$ cat src/rtl/dc_miss_handler.sv
// Data-cache miss/refill controller: writes back a dirty victim line over the memory bus,
// fetches the missing line beat by beat, then writes it into the data and tag arrays.
//
// state  | meaning
// IDLE   | waiting for dc_miss; captures miss context on the request cycle
// WB     | writing victim line back, one beat per bus_ack
// FILL   | reading missing line, one beat per bus_ack, into the line buffer
// UPDATE | one-cycle fill_wen to data/tag arrays, then back to IDLE
module dc_miss_handler #(
  parameter int TAG_W  = 6,
  parameter int IDX_W  = 3,
  parameter int BEAT_W = 2,
  parameter int BUS_W  = 32
) (
  input  logic                            clk,
  input  logic                            rst_n,
  input  logic                            dc_miss,
  input  logic                            dc_evict,
  input  logic [IDX_W-1:0]                miss_idx,
  input  logic [TAG_W-1:0]                miss_tag,
  input  logic [TAG_W-1:0]                victim_tag,
  input  logic [BUS_W*(1<<BEAT_W)-1:0]    victim_data,
  output logic                            dc_miss_ack,
  output logic                            bus_req,
  output logic                            bus_we,
  output logic [TAG_W+IDX_W+BEAT_W-1:0]   bus_addr,
  output logic [BUS_W-1:0]                bus_wdata,
  input  logic                            bus_ack,
  input  logic [BUS_W-1:0]                bus_rdata,
  output logic                            fill_wen,
  output logic [IDX_W-1:0]                fill_idx,
  output logic [TAG_W-1:0]                fill_tag,
  output logic [BUS_W*(1<<BEAT_W)-1:0]    fill_data
);

  localparam int BEATS  = 1 << BEAT_W;
  localparam int LINE_W = BUS_W * BEATS;

  localparam logic [BEAT_W-1:0] BEAT_LAST = BEAT_W'(BEATS - 1);
  localparam logic [BEAT_W-1:0] BEAT_ONE  = BEAT_W'(1);

  localparam logic [1:0] S_IDLE   = 2'd0;
  localparam logic [1:0] S_WB     = 2'd1;
  localparam logic [1:0] S_FILL   = 2'd2;
  localparam logic [1:0] S_UPDATE = 2'd3;

  logic [1:0]        state_q,   state_d;
  logic [BEAT_W-1:0] beat_q,    beat_d;
  logic [IDX_W-1:0]  idx_q,     idx_d;
  logic [TAG_W-1:0]  mtag_q,    mtag_d;
  logic [TAG_W-1:0]  vtag_q,    vtag_d;
  logic [LINE_W-1:0] vdata_q,   vdata_d;
  logic [LINE_W-1:0] linebuf_q, linebuf_d;
  logic              ack_q,     ack_d;

  always_comb begin
    state_d   = state_q;
    beat_d    = beat_q;
    idx_d     = idx_q;
    mtag_d    = mtag_q;
    vtag_d    = vtag_q;
    vdata_d   = vdata_q;
    linebuf_d = linebuf_q;

    case (state_q)
      S_IDLE: begin
        if (dc_miss) begin
          idx_d   = miss_idx;
          mtag_d  = miss_tag;
          vtag_d  = victim_tag;
          vdata_d = victim_data;
          beat_d  = '0;
          state_d = dc_evict ? S_WB : S_FILL;
        end
      end
      S_WB: begin
        if (bus_ack) begin
          if (beat_q == BEAT_LAST) begin
            beat_d  = '0;
            state_d = S_FILL;
          end else begin
            beat_d = beat_q + BEAT_ONE;
          end
        end
      end
      S_FILL: begin
        if (bus_ack) begin
          linebuf_d[int'(beat_q)*BUS_W +: BUS_W] = bus_rdata;
          if (beat_q == BEAT_LAST) begin
            beat_d  = '0;
            state_d = S_UPDATE;
          end else begin
            beat_d = beat_q + BEAT_ONE;
          end
        end
      end
      S_UPDATE: state_d = S_IDLE;
      default:  state_d = S_IDLE;
    endcase

    // Ack tracks the next state so it rises the cycle after capture and falls with IDLE.
    ack_d = (state_d != S_IDLE);
  end

  always_ff @(posedge clk or negedge rst_n) begin
    if (!rst_n) begin
      state_q   <= S_IDLE;
      beat_q    <= '0;
      idx_q     <= '0;
      mtag_q    <= '0;
      vtag_q    <= '0;
      vdata_q   <= '0;
      linebuf_q <= '0;
      ack_q     <= 1'b0;
    end else begin
      state_q   <= state_d;
      beat_q    <= beat_d;
      idx_q     <= idx_d;
      mtag_q    <= mtag_d;
      vtag_q    <= vtag_d;
      vdata_q   <= vdata_d;
      linebuf_q <= linebuf_d;
      ack_q     <= ack_d;
    end
  end

  // Bus outputs decode only registered state, so they move solely on ack edges.
  always_comb begin
    bus_req   = 1'b0;
    bus_we    = 1'b0;
    bus_addr  = '0;
    bus_wdata = '0;
    case (state_q)
      S_WB: begin
        bus_req   = 1'b1;
        bus_we    = 1'b1;
        bus_addr  = {vtag_q, idx_q, beat_q};
        bus_wdata = vdata_q[int'(beat_q)*BUS_W +: BUS_W];
      end
      S_FILL: begin
        bus_req  = 1'b1;
        bus_addr = {mtag_q, idx_q, beat_q};
      end
      default: ;
    endcase
  end

  assign dc_miss_ack = ack_q;
  assign fill_wen    = (state_q == S_UPDATE);
  assign fill_idx    = idx_q;
  assign fill_tag    = mtag_q;
  assign fill_data   = linebuf_q;

endmodule

$ cat config.mk
export PLATFORM = sky130hd
export DESIGN_NAME = dc_miss_handler
export DESIGN_NICKNAME = d
export VERILOG_FILES = /design/src/rtl/dc_miss_handler.sv
export SDC_FILE = /design/constraint.sdc
export NUM_CORES = 1
export LEC_CHECK = 0
export ABC_AREA = 1
export CORE_MARGIN = 2
export CORE_UTILIZATION = 43
export DETAILED_ROUTE_END_ITERATION = 12
export PLACE_DENSITY = 0.76
export SLEW_MARGIN = 20
export SYNTH_ARGS = -nofsm -noshare
export SYNTH_HDL_FRONTEND = slang
export SYNTH_SLANG_ARGS = --single-unit
$ cat constraint.sdc
create_clock -name clk -period 1.9 [get_ports clk]
set_input_delay 0.38 -clock clk [delete_from_list [all_inputs] [get_ports clk]]
set_output_delay 0.38 -clock clk [all_outputs]
set_load 0.005 [all_outputs]
==> results.yml <==
yosys:
  synth_top_area_share_pct: 55.8
  yosysMostFrequentCell: "dfrtp_1"
  syn_inst: 1339
  synth.distinct_cells: 22
  synthFlopType: "dfrtp_1"
  synth_edf_count: 0
  synth_fa_ha_area_share_pct: 1.11
  synth-seq-cells: 276
  synthTopCellsByArea: "dfrtp_1 56%, o21ai_0 7.8%, nand2_1 6.7%"
  yosysSeqAreaShare_pct: 55.8
  syn_nets: 1530
  synth-simple-area-share_pct: 16.0
  synthArstFlopShare_pct: 100
  synth_top_cell_by_area: "dfrtp_1"
  synthTopCellsByCount: "276 x dfrtp_1, 220 x nand2_1, 205 x nor2_1"
  synth_xor_area_share_pct: 0
  syn_area_per_cell_sq_um: 9.24
  ys_warn_count: 0
  synth_top_family_by_area: "simple AND/OR/NAND/NOR gates"
  synthMuxAreaShare_pct: 9.83
  netlist_area_sq_um: 12400
  synth_compound_area_share_pct: 10.9
timing:
  finClkSkew_ns: 0.00624
  finalCritPeriodShare_pct: 126
  period_needed_ns: 2.39
  max_clock_freq_ghz: 0.419
  finalSetupViolCount: 171
  setup_tns_ns: -34.04
  relSlewSlack_pct: 71.1
  max_slew.worst_pin.slew_ns: 0.434
  maxSlewViolCount: 0
  worst_slack_ns: -0.487
  finalHoldViolCount: 0
  rsz0062_at_grt: "true"
cts:
  htreeDepth: 1
  cts_max_path_buffers: 3
  numCtsBuffers: 30
  cts_root_buf: "clkbuf_16"
  clk_pin_slew_ns: 0.06
  clk_latency_ns: 0.56
  cts_tree: "done"
  clock-sinks: 276
finish:
  nets: 1974
  fin_area_sq_um: 20600
  fillers: 1888
  area_delta_synth_final_pct: 66.7
  layout-drive-gt1-share_pct: 35.3
  post-route-util_pct: 72.2
floorplanning:
  core_sq_um: 28500
  ioPinCount: 364
  start_util_pct: 43.3
  rows: 62
  die_area_sq_um: 30100
  die_h_um: 174
  die_x_um: 174
placed_design:
  dpl_cell_area_sq_um: 16800
  portBuffers: 363
  hpwl_mm: 26.7
  gp_congestion: 0.829
critical_path:
  cp-end-kind: "output port"
  path_class: "reg2out"
  arrival_ns: 2.01
  startpoint_type: "flop"
  critPathRequiredTime_ns: 1.52
  crit_fanout: 7
pwr:
  p_total_w: 0.0318
  p_per_area_nw_per_um2: 1540
  peakVddDrop_mv: 1.04
  leakage_nw: 9.24
detailed_routing:
  routedWlPerCell_um: 21.6
  viasPerCell: 5.57
  totalWireLength_mm: 47.3
  drt_first_pass_iters: 5
  drc: 0
  dr.first_iter.drc_count: 1033
  dr_total_vias: 12200
  detail-route-antenna-nets: 0
outcome:
  violations: "setup timing"
  status: "finished, violations left"
grt:
  grt_pass1_vias: 12350
  grt_pass1_wl_mm: 68.3
  overflow: 0
  grt_max_degree: 57
  track_usage_pct: 28.7
  antenna_found_initial: 2
worst_hold_path:
  hp-class: "in2async"
job:
  maxCapViolCount: 0
## layout by cell type, fill, tap and decap left out, types with 4 or more instances in the layout
| cell type | instances |
|---|---|
| a21oi_2 | 28 |
| dfrtp_1 | 274 |
| inv_2 | 4 |
| nand3_2 | 60 |
| o21ai_0 | 90 |
| clkbuf_8 | 9 |
| ha_1 | 5 |
| nor2_4 | 55 |
| inv_1 | 74 |
| buf_12 | 38 |
| o21ai_4 | 5 |
| nand2_4 | 14 |
| o21ai_2 | 75 |
| a21oi_1 | 47 |
| clkbuf_1 | 9 |
| mux2_1 | 47 |
| clkbuf_16 | 38 |
| nor2_1 | 111 |
| nor2_2 | 40 |
| ha_4 | 6 |
| clkinv_2 | 4 |
| clkdlybuf4s50_1 | 315 |
| mux2_2 | 61 |
| buf_2 | 41 |
| buf_8 | 4 |
| o21ai_1 | 24 |
| nand2_1 | 163 |
| buf_16 | 17 |
| buf_4 | 35 |
| nand2_2 | 43 |
| buf_6 | 43 |
## layout make-up
class	instances	area (sq um)	area share [%]
Sequential cell	276	6910	33.5
Multi-Input combinational cell	887	6290	30.5
Timing Repair Buffer	504	5600	27.2
Clock buffer	49	933	4.53
Tap cell	384	480	2.33
Inverter	84	340	1.65
Clock inverter	6	57.6	0.279
Antenna cell	2	5.00	0.0243
## power breakdown
part,internal [W],total [W],switching (W)
clock network,0.00346,0.00589,0.00243
logic,0.00812,0.0163,0.00816
registers,0.00808,0.00960,0.00152
## through the flow
stage,std cells,setup slack [ns],hold WS [ns]
after global routing,2191,-0.600,0.371
after global placement,2058,-0.168,0.323
after detailed placement,2058,-0.249,0.324
after floorplan,1339,0.0524,0.0844
after CTS,2177,-0.437,0.336
final,2192,-0.487,0.346
## critical path, cell delays in order (launching register included)
cell and delay (ns):
dfrtp_4 0.48, buf_6 0.13, buf_12 0.14, buf_16 0.15, nor2_4 0.04, nor2_1 0.10
o21ai_1 0.08, a21oi_1 0.16, buf_2 0.15
## cell families (layout without fill, tap and decap cells)
group	Yosys count	count (layout)
flip-flops	276	276
adder cells (fa/ha/maj)	11	11
buffers and inverters	176	643
multiplexers	108	108
AND/OR/NAND/NOR	498	498
other	0	2
AO/OA/AOI/OAI	270	270
## timing repair
item / in CTS / in global routing
gates cloned: 23 / 9
endpoints found under the hold margin: 41 / 0
buffers inserted: 41 / 16
pin swaps: 86 / 111
hold buffers: 1 / 0
setup endpoints to repair: 142 / 179
gates resized for setup: 529 / 291
## layer usage
metal  up-vias  global-route usage (%)  share of wire (%)
met3       179                    7.81                9.5
met4         0                    12.5                5.4
met1      6033                    33.7                 36
met2       700                    49.4                 49
met5         -                       0                  0
li1       5288                       -                  -
## state kept, by name, summed over array words and instances (netlist names)
signal and count:
beat_q 2, dc_miss_ack 1, fill_data 128, fill_idx 3, fill_tag 6, state_q 2, vdata_q 128, vtag_q 6
## path summary, 6_finish.rpt
| path | startpoint | to | slack [ns] | cells past startpoint |
|---|---|---|---|---|
| max in group asynchronous | rst_n | fill_data[89]$_DFFE_PN0P_ | 0.89 | 3 |
| min in group clk | victim_data[41] | vdata_q[41]$_DFFE_PN0P_ | 0.40 | 3 |
| setup reg to reg | beat_q[0]$_DFFE_PN0P_ | fill_data[19]$_DFFE_PN0P_ | -0.23 | 12 |
| hold reg to reg | fill_data[2]$_DFFE_PN0P_ | fill_data[2]$_DFFE_PN0P_ | 0.48 | 2 |
| setup / recovery | beat_q[0]$_DFFE_PN0P_ | bus_wdata[21] | -0.49 | 8 |
| hold / removal | rst_n | fill_data[0]$_DFFE_PN0P_ | 0.35 | 2 |
Note: power is estimated with default switching activity, not from simulation.
